### config.mk
export PLATFORM = sky130hd
export DESIGN_NAME = dmem_ctrl
export DESIGN_NICKNAME = d
export VERILOG_FILES = /design/src/rtl/dmem_ctrl.sv
export SDC_FILE = /design/constraint.sdc
export NUM_CORES = 1
export LEC_CHECK = 0
export BUFFER_PORTS_ARGS = -buffer_cell sky130_fd_sc_hd__buf_2
export CORE_ASPECT_RATIO = 1.25
export CORE_MARGIN = 5
export CORE_UTILIZATION = 35
export DETAILED_ROUTE_END_ITERATION = 8
export PLACE_DENSITY_LB_ADDON = 0.25
export RECOVER_POWER = 100
export SYNTH_ARGS = -nofsm -noshare
export SYNTH_HDL_FRONTEND = slang
export SYNTH_SLANG_ARGS = --single-unit
export TNS_END_PERCENT = 10
### constraint.sdc
create_clock -name clk -period 4.1 [get_ports clk]
set_clock_uncertainty 0.1 [all_clocks]
set_input_delay 0.82 -clock clk [delete_from_list [all_inputs] [get_ports clk]]
set_output_delay 0.82 -clock clk [all_outputs]
set_load 0.01 [all_outputs]
### src/rtl/dmem_ctrl.sv
// dmem_ctrl: single-outstanding load/store controller between the memory
// stage and a word-addressed request/grant/response data bus.
// Optional build macro: DMEM_TIMEOUT_EN enables the response timeout abort.
module dmem_ctrl #(
    parameter int unsigned xlen    = 32,
    parameter int unsigned TIMEOUT = 64
) (
    input  logic            clk,
    input  logic            rst_n,
    input  logic            r_v,
    input  logic            w_v,
    input  logic [xlen-1:0] req_adr,
    input  logic [xlen-1:0] req_data,
    input  logic [3:0]      req_strobe,
    output logic            busy,
    output logic            hit,
    output logic [xlen-1:0] mem_res,
    output logic            err,
    output logic            bus_req,
    output logic            bus_we,
    output logic [xlen-1:0] bus_adr,
    output logic [xlen-1:0] bus_wdata,
    output logic [3:0]      bus_be,
    input  logic            bus_gnt,
    input  logic            bus_rvalid,
    input  logic [xlen-1:0] bus_rdata
);

    localparam int unsigned TO_W = $clog2(TIMEOUT + 1);
    typedef logic [TO_W-1:0] to_cnt_t;

    typedef enum logic [1:0] {
        S_IDLE = 2'd0,
        S_REQ  = 2'd1,
        S_WAIT = 2'd2,
        S_RESP = 2'd3
    } state_t;

    state_t          r_state;
    state_t          w_next;
    logic            w_accept;
    logic            w_capture;
    logic            w_timeout;

    logic            r_busy;
    logic            r_hit;
    logic            r_req;
    logic            r_we;
    logic [1:0]      r_off;
    logic [xlen-1:0] r_adr;
    logic [xlen-1:0] r_wdata;
    logic [3:0]      r_be;
    logic [xlen-1:0] r_mem_res;

`ifdef DMEM_TIMEOUT_EN
    to_cnt_t         r_cnt;
    logic            r_err;
`endif

    // State register
    always_ff @(posedge clk or negedge rst_n) begin
        if (!rst_n) begin
            r_state <= S_IDLE;
        end else begin
            r_state <= w_next;
        end
    end

    // Next-state and transaction event decode
    always_comb begin
        w_next    = r_state;
        w_accept  = 1'b0;
        w_capture = 1'b0;
        w_timeout = 1'b0;
        case (r_state)
            S_IDLE: begin
                if (r_v || w_v) begin
                    w_accept = 1'b1;
                    w_next   = S_REQ;
                end
            end
            S_REQ: begin
                if (bus_gnt) begin
                    if (bus_rvalid) begin
                        w_capture = 1'b1;
                        w_next    = S_RESP;
                    end else begin
                        w_next = S_WAIT;
                    end
                end
            end
            S_WAIT: begin
                if (bus_rvalid) begin
                    w_capture = 1'b1;
                    w_next    = S_RESP;
                end
            end
            S_RESP: begin
                w_next = S_IDLE;
            end
            default: begin
                w_next = S_IDLE;
            end
        endcase
`ifdef DMEM_TIMEOUT_EN
        // A response arriving in the final cycle still wins over the abort
        if ((r_state == S_REQ || r_state == S_WAIT) && !w_capture &&
            (r_cnt == to_cnt_t'(TIMEOUT - 1))) begin
            w_timeout = 1'b1;
            w_next    = S_RESP;
        end
`endif
    end

`ifdef DMEM_TIMEOUT_EN
    // Cycles spent in REQ/WAIT since the request was accepted
    always_ff @(posedge clk or negedge rst_n) begin
        if (!rst_n) begin
            r_cnt <= '0;
            r_err <= 1'b0;
        end else begin
            r_err <= w_timeout;
            if (w_accept) begin
                r_cnt <= '0;
            end else if (r_state == S_REQ || r_state == S_WAIT) begin
                r_cnt <= r_cnt + to_cnt_t'(1);
            end
        end
    end
`endif

    // Registered outputs, request capture and load data alignment
    always_ff @(posedge clk or negedge rst_n) begin
        if (!rst_n) begin
            r_busy    <= 1'b0;
            r_hit     <= 1'b0;
            r_req     <= 1'b0;
            r_we      <= 1'b0;
            r_off     <= 2'd0;
            r_adr     <= '0;
            r_wdata   <= '0;
            r_be      <= 4'd0;
            r_mem_res <= '0;
        end else begin
            r_busy <= (w_next == S_REQ) || (w_next == S_WAIT);
            r_hit  <= (w_next == S_RESP);
            r_req  <= (w_next == S_REQ);
            if (w_accept) begin
                r_adr   <= {req_adr[xlen-1:2], 2'b00};
                r_wdata <= req_data << {req_adr[1:0], 3'b000};
                r_be    <= req_strobe;
                r_we    <= w_v && !r_v;
                r_off   <= req_adr[1:0];
            end
            if (w_capture && !r_we) begin
                r_mem_res <= bus_rdata >> {r_off, 3'b000};
            end else if (w_timeout) begin
                r_mem_res <= '0;
            end
        end
    end

    assign busy      = r_busy;
    assign hit       = r_hit;
    assign mem_res   = r_mem_res;
    assign bus_req   = r_req;
    assign bus_we    = r_we;
    assign bus_adr   = r_adr;
    assign bus_wdata = r_wdata;
    assign bus_be    = r_be;

`ifdef DMEM_TIMEOUT_EN
    assign err = r_err;
`else
    assign err = 1'b0;
`endif

endmodule

== Word-level counts from Yosys, hierarchy flattened ==
Index checks and enable logic that the tools add are counted.

* Register bits after elaboration: 106
* Output and inout port bits: 105
* Bits of input ports: 106

* Muxes and demuxes: 10
* Equality and inequality tests: 6
* Reductions and logical operators: 7
* Shifts and indexed selects: 2

{| class="wikitable"
|+ Operator list
! operator !! number
|-
| $shl A32 B5 Y32 || 1
|-
| $shr A32 B5 Y32 || 1
|-
| $eq A2 B2 Y1 const B || 4
|-
| $pmux W2 S4 || 1
|-
| $mux W2 || 3
|-
| $mux W1 || 5
|-
| $eq A2 B1 Y1 const B || 2
|-
| $logic_and A1 B1 Y1 || 2
|-
| $logic_not A1 Y1 || 2
|-
| $logic_not A2 Y1 || 1
|-
| $logic_or A1 B1 Y1 || 2
|-
| $pmux W1 S2 || 1
|}

== Longest topological paths before layout ==
* Depth after elaboration: 5
* Mapped depth: 7
* Mapped depth without buffers: 7

== Least setup slack after synthesis ==
No wires, ideal clock.

* Path kind: in2reg
* Start point: input w_v
* End point: register r_adr[10] (netlist: bus_adr[10])
* Path buffers: 2
* Data required time: 3.875 ns
* Slack: 2.172 ns
* Data arrival time: 1.703 ns
* Stages: 4
* Cell sequence: o21ai_0 -> buf_2 -> buf_4 -> mux2_2

* Longest elaborated chain between the ends: 3

{| class="wikitable"
|+ Ends and longest elaborated chain
! element !! line !! RTL
|-
| from (decl) || 11 || <nowiki>input logic w_v,</nowiki>
|-
| $logic_or A1 B1 Y1 || 77 || <nowiki>if (r_v || w_v) begin</nowiki>
|-
| $mux W1 || 77 ||
|-
| $mux W1 || 75 || <nowiki>case (r_state)</nowiki>
|-
| to (signal assigned) || 149 || <nowiki>r_adr <= {req_adr[xlen-1:2], 2'b00};</nowiki>
|-
| to (decl) || 50 || <nowiki>logic [xlen-1:0] r_adr;</nowiki>
|}

No other way between the ends.
A chain may end at the register's enable or synchronous reset.

== Worst setup path after layout ==
* Start point: input req_adr[1]
* End point: register r_wdata[4] (netlist: bus_wdata[4])

* Longest elaborated chain between the ends: 1

{| class="wikitable"
|+ Ends and longest elaborated chain
! element !! line !! RTL
|-
| from (decl) || 12 || <nowiki>input logic [xlen-1:0] req_adr,</nowiki>
|-
| $shl A32 B5 Y32 || 150 || <nowiki>r_wdata <= req_data << {req_adr[1:0], 3'b000};</nowiki>
|-
| to (signal assigned) || 150 ||
|-
| to (decl) || 51 || <nowiki>logic [xlen-1:0] r_wdata;</nowiki>
|}

No other way between the ends.

==> flow_metrics.py <==
metrics = {
    "run_status": {
        "status": "complete, but fails checks",
        "violations": "max-capacitance violations, max-slew violations",
    },
    "synthesis": {
        "synthArstFlopShare": 1.00,
        "synth_top_family_by_area": "multiplexers",
        "synth_xor_area_frac": 0,
        "synth_compound_area_frac": 0.0729,
        "yosysTopAreaCellShare": 0.522,
        "synth_area_um2": 5080,
        "synth-main-ff-cell": "dfrtp_1",
        "synthTopCellsByArea": "dfrtp_1 52%, mux2_2 15%, mux2i_1 14%, nand2_1 3.2%, o21ai_0 2.1%",
        "synth.distinct_cells": 26,
        "yosys_warnings": 0,
        "avgSynthCellArea_um2": 12.5,
        "synth-simple-area-share": 0.0460,
        "syn_inst": 405,
        "synth-adder-area-share": 0.0148,
        "yosysTopAreaCell": "dfrtp_1",
        "synth_edf_count": 0,
        "yosysSeqAreaShare": 0.522,
        "muxShareOfSynthArea": 0.293,
        "ys_ff_latch": 106,
    },
    "die": {
        "ios": 211,
        "fp.dieW_um": 118,
        "initial_core_util": 0.354,
        "die_y_um": 145,
        "die_area_um2": 17000,
        "core-area_um2": 14300,
        "rows": 49,
    },
    "sta": {
        "slew_headroom": -0.0436,
        "setup_ws_ps": 1500,
        "whs_ps": 380,
        "setup_tns_ps": 0,
        "slew_violations": 29,
        "post-route-min-period_ps": 2600,
        "tightest_slew_ps": 1570,
        "rsz0062_at_grt": "no",
        "fin_crit_sh": 0.635,
        "hold_viol": 0,
        "finalSetupViolCount": 0,
        "fmax_ghz": 0.384,
    },
    "clock_tree": {
        "cts_hold_buf": 0,
        "cts_repair_resize_count": 0,
        "htree_levels": 3,
        "cts_root_buf": "clkbuf_16",
        "clockBufferDepth": 2,
        "cts.sinks": 106,
        "cts_tree": "done",
        "postCtsSetupBuffers": 0,
        "insertion_delay_ps": 340,
        "cts.clk_slew.worst_paths_ps": 60,
        "cts_made_buffers": 9,
    },
    "final_layout": {
        "final_common_cell": "dfrtp_1",
        "fin_nets": 712,
        "diodes": 0,
        "register_area_um2": 2650,
        "mostFrequentLayoutCells": "106 x dfrtp_1, 104 x clkbuf_1, 103 x buf_2",
        "synthToLayoutAreaGrowth_pct": 24.8,
        "multiInputGateArea_um2": 2170,
        "fill_cells": 1422,
        "drive_gt1_frac": 0.318,
    },
    "setup_path": {
        "path_class": "input pin to flip-flop",
        "worst_ep_arrival_time_ps": 2710,
        "crit_path_start_kind": "input pin",
        "cp_max_fo": 28,
        "endpoint_kind": "flip-flop",
        "cp.required_ps": 4200,
    },
    "global_routing": {
        "grt_pass1_vias": 4248,
        "grt-ovfl-total": 0,
        "grt_max_degree": 93,
        "grtUsageTotal": 0.151,
        "antenna_found_initial": 0,
        "grt_first_pass_wirelength_um": 21200,
    },
    "placed_design": {
        "port_buffers": 207,
        "pre_cts_slack_ps": 1720,
        "hpwl_um": 9670,
        "gp_routability_congestion": 0.805,
    },
    "power": {
        "p_total_mw": 4.70,
        "ir_worst_vdd_mv": 0.293,
        "power_leakage_nw": 2.98,
        "p_per_area_nw_per_um2": 741,
    },
    "route": {
        "drt_pre_antenna_iters": 4,
        "drt_iter0_drc": 145,
        "drc_errors": 0,
        "drt_wl_total_um": 12800,
        "vias": 3797,
        "antenna_left": 0,
        "drt-vias-per-instance": 4.86,
        "post_drt_wl_per_cell_um": 16.4,
    },
    "flow_run": {
        "drv_cap": 1,
    },
    "min_path": {
        "hold_class": "flip-flop to flip-flop",
    },
}
[layout make-up]
type	count	share of cell area
flip-flops and latches	106	0.418
multi-input cells	260	0.343
repair buffers	212	0.151
clock buffers	11	0.0383
well taps	178	0.0351
clock inverters	4	0.00809
inverters	11	0.00651
[final timing paths]
kind / endpoint / cells after the start / slack [ps] / startpoint
min: bus_wdata[2] / 2 / 380 / bus_wdata[2]
min reg2reg: bus_wdata[2] / 2 / 380 / bus_wdata[2]
max reg2reg: mem_res[3] / 6 / 2020 / r_state[0]
max: bus_wdata[4] / 4 / 1500 / req_adr[1]
max in group asynchronous: bus_wdata[21] / 2 / 1650 / rst_n
min in group asynchronous: bus_adr[4] / 1 / 390 / rst_n
[critical path, cell delays in order]
cell	delay, ps
clkbuf_1	1110
nor2_1	480
nand2_1	190
o21ai_0	90
[state kept, by name, indices dropped and copies added, names as in the netlist]
signal,cells
bus_adr,30
hit,1
bus_req,1
r_off,2
mem_res,32
r_state,2
bus_we,1
bus_be,4
bus_wdata,32
busy,1
[report_power, final]
part / switching [mW] / total [mW] / internal [mW]
clock network: 0.377 / 0.865 / 0.489
registers: 0.282 / 1.83 / 1.55
logic: 1.11 / 2.00 / 0.894
total: 1.77 / 4.70 / 2.93
[layer usage]
| metal | vias to the layer above | global-route usage | wire [µm] |
|---|---|---|---|
| li1 | 1810 | - | - |
| met4 | 0 | 0.0580 | 214 |
| met5 | - | 0 | 0 |
| met1 | 1827 | 0.184 | 5360 |
| met3 | 12 | 0.0498 | 1060 |
| met2 | 148 | 0.251 | 6210 |
[synth_stat cells (8+ instances only)]
cell and count:
buf_2 9, buf_4 11, dfrtp_1 106, inv_1 11, mux2_2 67, mux2i_1 72, nand2_1 43, nor2_1 10
o21ai_0 21, o2bb2ai_1 8, o31ai_1 10
[through the flow]
| stage | instance area [µm²] | instances | utilization |
|---|---|---|---|
| 4_1_cts | 6500 | 782 | 0.453 |
| 5_1_grt | 6340 | 782 | 0.442 |
| 3_5_place_dp | 6210 | 767 | 0.433 |
| 6_report | 6340 | 782 | 0.442 |
| 3_3_place_gp | 6210 | 767 | 0.433 |
| 2_1_floorplan | 5090 | 407 | - |
[logic make-up (layout without fill, tap and decap cells)]
family / count (synthesis) / in the layout
multiplexers: 140 / 140
flip-flops: 106 / 106
AND/OR/NAND/NOR: 57 / 57
AO/OA/AOI/OAI: 54 / 54
buffers and inverters: 41 / 238
adder cells (fa/ha/maj): 6 / 6
other: 1 / 3
(Power assumes the default switching activity.)
